--- src/rtl/reg_writeback_unit.sv ---
// Register-file write front end: merges single-cycle ALU results with in-order
// load returns onto one write port and tracks pending load destinations.
module reg_writeback_unit #(
  parameter int DATA_W = 32,
  parameter int ADDR_W = 5,
  parameter int DEPTH  = 4
) (
  input  logic                 clk,
  input  logic                 rst,
  input  logic                 alu_valid,
  input  logic [ADDR_W-1:0]    alu_rd,
  input  logic [DATA_W-1:0]    alu_data,
  output logic                 alu_ready,
  input  logic                 ld_issue,
  input  logic [ADDR_W-1:0]    ld_rd,
  output logic                 issue_ready,
  input  logic                 ld_valid,
  input  logic [DATA_W-1:0]    ld_data,
  output logic [2**ADDR_W-1:0] busy_mask,
  output logic                 rf_we,
  output logic [ADDR_W-1:0]    rf_waddr,
  output logic [DATA_W-1:0]    rf_wdata,
  output logic                 err
);

  localparam int IDX_W = $clog2(DEPTH);
  localparam int PTR_W = IDX_W + 1;
  localparam int NREG  = 2**ADDR_W;

  logic [PTR_W-1:0]  wr_ptr, fill_ptr, rd_ptr;
  logic [PTR_W-1:0]  wr_ptr_nxt, rd_ptr_nxt;
  logic [PTR_W-1:0]  count, count_nxt;
  logic [ADDR_W-1:0] ent_rd   [DEPTH];
  logic [DATA_W-1:0] ent_data [DEPTH];
  logic [DEPTH-1:0]  ent_filled;
  logic [1:0]        blk_cnt;

  logic [IDX_W-1:0]  wr_idx, fill_idx, head_idx;
  logic              issue_fire, fill_fire, fill_orphan;
  logic              head_ready, alu_acc, retire;
  logic              wsel_en_p0;
  logic [ADDR_W-1:0] wsel_addr_p0;
  logic [DATA_W-1:0] wsel_data_p0;
  logic [NREG-1:0]   busy_nxt;
  logic [ADDR_W-1:0] slot_rd;
  logic [IDX_W-1:0]  slot_off;

  assign wr_idx   = wr_ptr[IDX_W-1:0];
  assign fill_idx = fill_ptr[IDX_W-1:0];
  assign head_idx = rd_ptr[IDX_W-1:0];

  assign count       = wr_ptr - rd_ptr;
  assign issue_ready = (count != PTR_W'(DEPTH));
  assign alu_ready   = (blk_cnt < 2'd2);

  assign issue_fire  = ld_issue && issue_ready;
  // Fill only against loads issued in earlier cycles (pre-cycle wr_ptr).
  assign fill_fire   = ld_valid && (fill_ptr != wr_ptr);
  assign fill_orphan = ld_valid && (fill_ptr == wr_ptr);

  assign head_ready = (count != '0) && ent_filled[head_idx];
  assign alu_acc    = alu_valid && alu_ready;
  assign retire     = !alu_acc && head_ready;

  assign wr_ptr_nxt = wr_ptr + PTR_W'(issue_fire);
  assign rd_ptr_nxt = rd_ptr + PTR_W'(retire);
  assign count_nxt  = wr_ptr_nxt - rd_ptr_nxt;

  // Write-port selection: ALU wins unless blocked by the anti-starvation counter.
  always_comb begin
    wsel_en_p0   = 1'b0;
    wsel_addr_p0 = '0;
    wsel_data_p0 = '0;
    if (alu_acc) begin
      wsel_en_p0   = 1'b1;
      wsel_addr_p0 = alu_rd;
      wsel_data_p0 = alu_data;
    end else if (retire) begin
      wsel_en_p0   = 1'b1;
      wsel_addr_p0 = ent_rd[head_idx];
      wsel_data_p0 = ent_data[head_idx];
    end
  end

  // Busy mask reflects queue contents after this cycle's issue and retire.
  always_comb begin
    busy_nxt = '0;
    slot_rd  = '0;
    slot_off = '0;
    for (int i = 0; i < DEPTH; i++) begin
      slot_rd  = (issue_fire && (IDX_W'(i) == wr_idx)) ? ld_rd : ent_rd[i];
      slot_off = IDX_W'(i) - rd_ptr_nxt[IDX_W-1:0];
      if (({1'b0, slot_off} < count_nxt) && (slot_rd != '0))
        busy_nxt[slot_rd] = 1'b1;
    end
  end

  always_ff @(posedge clk) begin
    if (rst) begin
      wr_ptr     <= '0;
      fill_ptr   <= '0;
      rd_ptr     <= '0;
      ent_filled <= '0;
      blk_cnt    <= '0;
      err        <= 1'b0;
    end else begin
      wr_ptr <= wr_ptr_nxt;
      rd_ptr <= rd_ptr_nxt;
      if (fill_fire) begin
        fill_ptr             <= fill_ptr + PTR_W'(1);
        ent_filled[fill_idx] <= 1'b1;
      end
      if (issue_fire)
        ent_filled[wr_idx] <= 1'b0;
      if (fill_orphan)
        err <= 1'b1;
      if (retire)
        blk_cnt <= '0;
      else if (head_ready && (blk_cnt != 2'd3))
        blk_cnt <= blk_cnt + 2'd1;
    end
  end

  always_ff @(posedge clk) begin
    if (issue_fire)
      ent_rd[wr_idx] <= ld_rd;
    if (fill_fire)
      ent_data[fill_idx] <= ld_data;
  end

  // ---- p0 -> register-file write port ----
  always_ff @(posedge clk) begin
    if (rst) begin
      rf_we     <= 1'b0;
      rf_waddr  <= '0;
      rf_wdata  <= '0;
      busy_mask <= '0;
    end else begin
      rf_we     <= wsel_en_p0 && (wsel_addr_p0 != '0);
      busy_mask <= busy_nxt;
      if (wsel_en_p0) begin
        rf_waddr <= wsel_addr_p0;
        rf_wdata <= wsel_data_p0;
      end
    end
  end

endmodule

--- config.mk ---
export PLATFORM = sky130hd
export DESIGN_NAME = reg_writeback_unit
export DESIGN_NICKNAME = d
export VERILOG_FILES = /design/src/rtl/reg_writeback_unit.sv
export SDC_FILE = /design/constraint.sdc
export NUM_CORES = 1
export LEC_CHECK = 0
export CORE_MARGIN = 1
export CORE_UTILIZATION = 61
export CTS_BUF_LIST = sky130_fd_sc_hd__clkbuf_8
export CTS_CLUSTER_DIAMETER = 200
export DETAILED_ROUTE_END_ITERATION = 8
export PLACE_DENSITY = 0.88
export SYNTH_ARGS = -nofsm -noshare
export SYNTH_HDL_FRONTEND = slang
export SYNTH_SLANG_ARGS = --single-unit
--- constraint.sdc ---
create_clock -name clk -period 11.3 [get_ports clk]
set_input_delay 2.26 -clock clk [delete_from_list [all_inputs] [get_ports clk]]
set_output_delay 2.26 -clock clk [all_outputs]
set_load 0.005 [all_outputs]
**Word level (Yosys, flattened, before mapping)**

Memory sizes are Yosys's and may differ from the RTL's. A register that Yosys moved wholly into a read port is not among the register bits.
Index checks and enable logic that the tools add are counted.
W data, S select, Z words.

- Flip-flop bits (word level): 86
- Memory bits (writable): 148
- Bits of input ports: 79
- Output and inout port bits: 73
- Logic and storage cells: 121
- Memories: 2

Memories:

| memory | depth | width | read ports | clocked after memory_dff | wr ports | line | text |
|---|---|---|---|---|---|---|---|
| ent_data | 4 | 32 | 1 | 1 | 1 | 34 | `logic [DATA_W-1:0] ent_data [DEPTH];` |
| ent_rd | 4 | 5 | 5 | 1 | 1 | 33 | `logic [ADDR_W-1:0] ent_rd [DEPTH];` |

- $add $sub $neg: 10
- Magnitude comparators: 18
- Eq/ne operators: 7
- Mux-type cells: 37
- Bitwise gates (word level): 6
- Reductions and logical operators: 31

Operator list:

| kind | number |
|---|---|
| $mux W32 | 6 |
| $or A32 B32 Y32 | 3 |
| $mux W5 | 6 |
| $reduce_bool A5 Y1 | 5 |
| $lt A5 B6 Y1 const B | 4 |
| $logic_and A1 B1 Y1 | 22 |
| $demux W1 S5 | 4 |
| $ge A5 B1 Y1 const B | 4 |
| $mux W1 | 13 |
| $lt A2 B3 Y1 | 4 |
| $mux W4 | 3 |
| $lt A2 B3 Y1 const B | 3 |
| $add A3 B1 Y3 | 2 |
| $sub A3 B3 Y3 | 2 |
| $and A4 B4 Y4 | 1 |
| $demux W1 S2 | 2 |
| $eq A2 B2 Y1 const A | 2 |
| $ge A2 B1 Y1 const B | 2 |
| $mux W2 | 2 |
| $not A4 Y4 | 1 |
| $or A4 B4 Y4 | 1 |
| $sub A1 B2 Y2 const A | 2 |
| $sub A2 B2 Y2 const A | 2 |
| $add A3 B1 Y3 const B | 1 |
| other kinds (12) | 12 |

**Longest topological paths before layout**

- Depth in word-level cells: 16
- Gate-level depth with buffers: 21
- Gate-level depth less buffers: 17

**Least setup slack after synthesis**

No wires, ideal clock.

- Path kind: reg2reg
- Start point: register rd_ptr[1]
- End point: register busy_mask[31]
- Library setup time: 132 ps
- Arrival: 4833 ps
- Data required time: 11168 ps
- Setup slack: 6334 ps
- Stages on the path, launching flop included: 21
- Buffers on the path: 4
- Period minus slack after synthesis: 4966 ps
- Path through: dfxtp_1 buf_1 clkbuf_1 inv_1 ha_1 nor2b_1 xnor2_1 o21ai_1 buf_2 nor2_1 ha_1 ha_1 fa_1 ha_1 nor2b_1 nor2_1 nor2_1 buf_1 a21oi_1 a22oi_1 a21oi_1

- Elaborated cells on any way between the ends: 62
- Classes of those cells: add/sub (8); order compare (12); eq/ne (1); mux (18); bitwise (3); reduce/logical (20)

RTL lines:

| what | line | text |
|---|---|---|
| from (decl) | 30 | `logic [PTR_W-1:0] wr_ptr, fill_ptr, rd_ptr;` |
| from (signal assigned) | 108 | `rd_ptr <= rd_ptr_nxt;` |
| $sub A3 B3 Y3 / $bmux W1 S2 (equally long branches) | 52, 61 |  |
| $reduce_bool A3 Y1 / $mux W1 (equally long branches) | 61 | `assign head_ready = (count != '0) && ent_filled[head_idx];` |
| $logic_and A1 B1 Y1 | 61 |  |
| $logic_and A1 B1 Y1 | 63 | `assign retire = !alu_acc && head_ready;` |
| $add A3 B1 Y3 * | 66 | `assign rd_ptr_nxt = rd_ptr + PTR_W'(retire);` |
| net rd_ptr_nxt[1] | 31 | `logic [PTR_W-1:0] wr_ptr_nxt, rd_ptr_nxt;` |
| $sub A3 B3 Y3 / $sub A1 B2 Y2 (equally long branches) | 67, 92 |  |
| $lt A2 B3 Y1 | 93 | `if (({1'b0, slot_off} < count_nxt) && (slot_rd != '0))` |
| $logic_and A1 B1 Y1 | 93 |  |
| $mux W32 | 93 |  |
| $or A32 B32 Y32 (no source line) | n/a |  |
| $mux W32 | 93 |  |
| $or A32 B32 Y32 (no source line) | n/a |  |
| $mux W32 | 93 |  |
| $or A32 B32 Y32 (no source line) | n/a |  |
| $mux W32 * | 93 |  |
| to (signal assigned) | 140 | `busy_mask <= busy_nxt;` |
| to (decl) | 19 | `output logic [2**ADDR_W-1:0] busy_mask,` |

Mark *: on every way through the listed nets, which the timed path passes. The rest lies on a longest branch. The select of a mux whose other input is x is not followed.
A chain may end at the register's enable or synchronous reset.

**Final worst setup path**

- Start point: input alu_valid
- End point: register busy_mask[31]

- Cells in the longest elaborated chain, start to end: 14
- Elaborated cells on any way between the ends: 24
- Classes of those cells: add/sub (6); order compare (4); mux (4); bitwise (3); reduce/logical (7)

Ends and longest elaborated chain:

| what | line | text |
|---|---|---|
| from (decl) | 10 | `input logic alu_valid,` |
| $logic_and A1 B1 Y1 * | 62 | `assign alu_acc = alu_valid && alu_ready;` |
| $logic_not A1 Y1 * | 63 |  |
| $logic_and A1 B1 Y1 * | 63 |  |
| $add A3 B1 Y3 * | 66 |  |
| net rd_ptr_nxt[0] | 31 |  |
| $sub A3 B3 Y3 / $sub A1 B2 Y2 (equally long branches) | 67, 92 |  |
| $lt A2 B3 Y1 | 93 |  |
| $logic_and A1 B1 Y1 | 93 |  |
| $mux W32 | 93 |  |
| $or A32 B32 Y32 (no source line) | n/a |  |
| $mux W32 | 93 |  |
| $or A32 B32 Y32 (no source line) | n/a |  |
| $mux W32 | 93 |  |
| $or A32 B32 Y32 (no source line) | n/a |  |
| $mux W32 * | 93 |  |

Mark *: on every way through the listed nets, which the timed path passes. The rest lies on a longest branch.

==> impl_results.md <==
* Number of global-route vias before repair at 8,109
* Simple-gate area share of the yosys netlist at 0.109
* Routability cong. at 1.03
* Clk sink count at roughly 230
* H-tree depth at 2
* Final hold violations at 0
* Leading cell type in the layout, fill and taps excluded: clkdlybuf4s50_1
* HPWL Detailed at 18,000 um
* TritonCTS clock tree: yes
* Initial DRC count at 749
* Proportion of layout cells with a drive suffix above 1 at 0.132
* Non-filler cells in the finished layout at 1,221
* Hold endpoint: err
* Ranking of synthesized cells by area: edfxtp_1 42%, dfxtp_1 16%, mux4_2 8.0%
* Synth Area in Compound Gates at 0.118
* Worst skew pair latency at 550 ps
* CTS buffer count at 37
* Maxcap violations at 0
* CP max FO at 12
* Vias post-DR at 7,966
* Pwr dens at approximately 150 nW/um^2
* Vias per inst at 6.52
* Largest family of logic cells by synthesized area: multiplexers
* Global route total overflow at 0
* Yosys reg bits at 234
* Final setup violation count at 0
* Placed insts at 1,155
* Worst Skew at roughly 23 ps
* TritonRoute pass-1 iters at 6
* FF-to-FF path depth at 16
* Final cycle utilization of the critical path at 0.507
* Root Buffer: clkbuf_8
* ANT cells at 0
* Routed Wire Length at 28,500 um
* Port Buffers at 151
* Die W at 134 um
* Global-route total usage across every layer at 0.326
* Asr flop ratio synth at 0
* Net Count, Synth at 924
* Longest Clk Path Bufs at 3
* Worst min path class: reg2reg
* Antenna violations before repair at 1
* Routed length per instance at between 20 and 25 um
* Die area at about 18,000 um^2
* WP data arrival at approximately 6000 ps
* Unique cell type count in the Yosys netlist at 68
* Unrepaired setup endpoints after global routing: no
* Max frequency at 174 MHz
* Peak VDD IR at 0.000181 V
* IO Pins at between 150 and 200
* Cell Area, Synth at 10,700 um^2
* Area Growth Syn to Fin at 21.5%
* Worst-Margin Slew at a little over 1000 ps
* Crit path launch type: input port
* Synthesized area per cell at approximately 13 um^2
* CTS resizes at 0
* Setup Buffers After CTS at 0
* RR Endpoint: busy_mask[31]
* Slew Limit Fails at 0
* Synth warnings at 0
* Most frequent cells in the layout: 150 x clkdlybuf4s50_1, 148 x edfxtp_1, 84 x dfxtp_1, 78 x nor2_1, 52 x a22oi_1
* Post-Synth Adder-Cell Area at 0.0195
* Fin util at 0.771
* Area leader, netlist: edfxtp_1
* Ys flop type: edfxtp_1
* Worst Hold Launch: err
* Rows at 47
* Largest net degree at the start of global routing at a little under 80
* Hold path depth at 1
* Status: completed
* Sum of negative setup slack at 0 ps
* Reg clk slew, reported paths at ~60 ps
* Yosys top cell area share at 0.416
* Initial Util at 0.635
* Layout Nets at 1,069
* Die Ht at 134 um
* Reg-to-reg critical path startpoint: rd_ptr[0]
* Critical path class: in2reg
* R2r setup slk at 5890 ps
* Core area at around 17,000 um^2
* Worst slack, placed at 5120 ps
* Hold WS at 490 ps
* Hold_buf cts at 0
* Relative slew slack at 0.319
* CP Capture Type: flip-flop
* Post-synthesis mux area share at 0.133
* First-pass GRT wire length at 44,200 um
* Seq/Total Area, Yosys at 0.578
* Critical Path RT at 11,670 ps
* XOR/XNOR Fraction of Synth Area at 0.0120
* Static Leak at 4.61 nW
* DRC viols at 0
* Min cycle time layout at 5730 ps
* Post-DRT Antenna Nets at 0
* Setup ws final at 5570 ps
* Number of synthesized flops with an enable pin at 148
* Cell count after synthesis at 829
## area by class of cell
cell class | instances | area [um^2]
Inverter | 14 | 55.1
Tap cell | 220 | 275
Sequential cell | 234 | 6170
Fill cell | 1030 | 3850
Clock buffer | 40 | 551
Multi-Input combinational cell | 528 | 4200
Clock inverter | 26 | 153
Timing Repair Buffer | 159 | 1570
## per-layer routing
layer  vias to the layer above  wire (um)  GRT usage
li1                       3480          -          -
met1                      3850      10700      0.407
met2                       517      13800      0.518
met3                       117       2660     0.0858
met4                         2       1330      0.182
met5                         -         14          0
## worst max-delay path: stages
cell and delay, ps:
clkdlybuf4s50_1 480, nor2b_1 230, nor2_1 90, ha_1 340, nor2b_1 270, fa_1 530, ha_1 340, nor2b_1 150
nor2_1 50, nor2_1 750, a21oi_1 230, a22oi_1 270, a21oi_1 100
## Yosys cell counts, types with 4 or more instances
master / n
edfxtp_1: 148
dfxtp_1: 86
nor2_1: 78
a22oi_1: 52
mux2i_1: 47
a21oi_1: 42
a211oi_1: 38
mux4_2: 38
nand2_1: 37
clkbuf_1: 32
nand2b_1: 16
nand3_1: 16
ha_1: 15
nor2b_1: 15
inv_1: 11
and2_1: 10
o21ai_0: 10
or3_1: 9
nand3b_1: 8
buf_2: 7
buf_6: 7
nor3_1: 7
nand4_1: 6
nand4b_1: 6
o21ai_1: 6
xnor2_1: 6
buf_1: 5
a21oi_2: 4
o31ai_1: 4
o31ai_2: 4
xor2_1: 4
## worst max path at each step
stage,depth (start not counted),slack (ps),startpoint,endpoint
after floorplan,20,6330,rd_ptr[1],busy_mask[31]
after global placement,13,5210,alu_valid,busy_mask[12]
after detailed placement,13,5120,alu_valid,busy_mask[12]
after CTS,13,5640,alu_valid,busy_mask[12]
after global routing,13,5350,alu_valid,busy_mask[31]
final,13,5570,alu_valid,busy_mask[31]
## state kept, by name, indices dropped and copies added, names as in the netlist, 2 cells and up
register	count
rf_wdata	32
fill_ptr	3
busy_mask	32
blk_cnt	2
ent_data	128
ent_filled	4
rf_waddr	5
rd_ptr	3
wr_ptr	3
ent_rd	20
## metrics by stage
step                cell area, um^2  power (W)
finish                        13000    0.00199
global route                  13000    0.00205
CTS                           13000    0.00200
detailed placement            12300    0.00130
global placement              12300    0.00129
floorplan                     10700    0.00118
## logic make-up after synthesis
kind of cell,after synthesis
buffers and inverters,67
other,1
XOR/XNOR,12
flip-flops,234
AO/OA/AOI/OAI,181
adder cells (fa/ha/maj),16
multiplexers,91
AND/OR/NAND/NOR,227
## power breakdown
group	leakage, nW	internal [W]	total, W	switching, W
clock	0.404	0.000354	0.000693	0.000339
sequential	2.05	0.000972	0.00100	0.0000286
combinational	2.15	0.000132	0.000299	0.000167
total	4.61	0.00146	0.00199	0.000535
No activity file was read; power rests on OpenSTA's default activity.
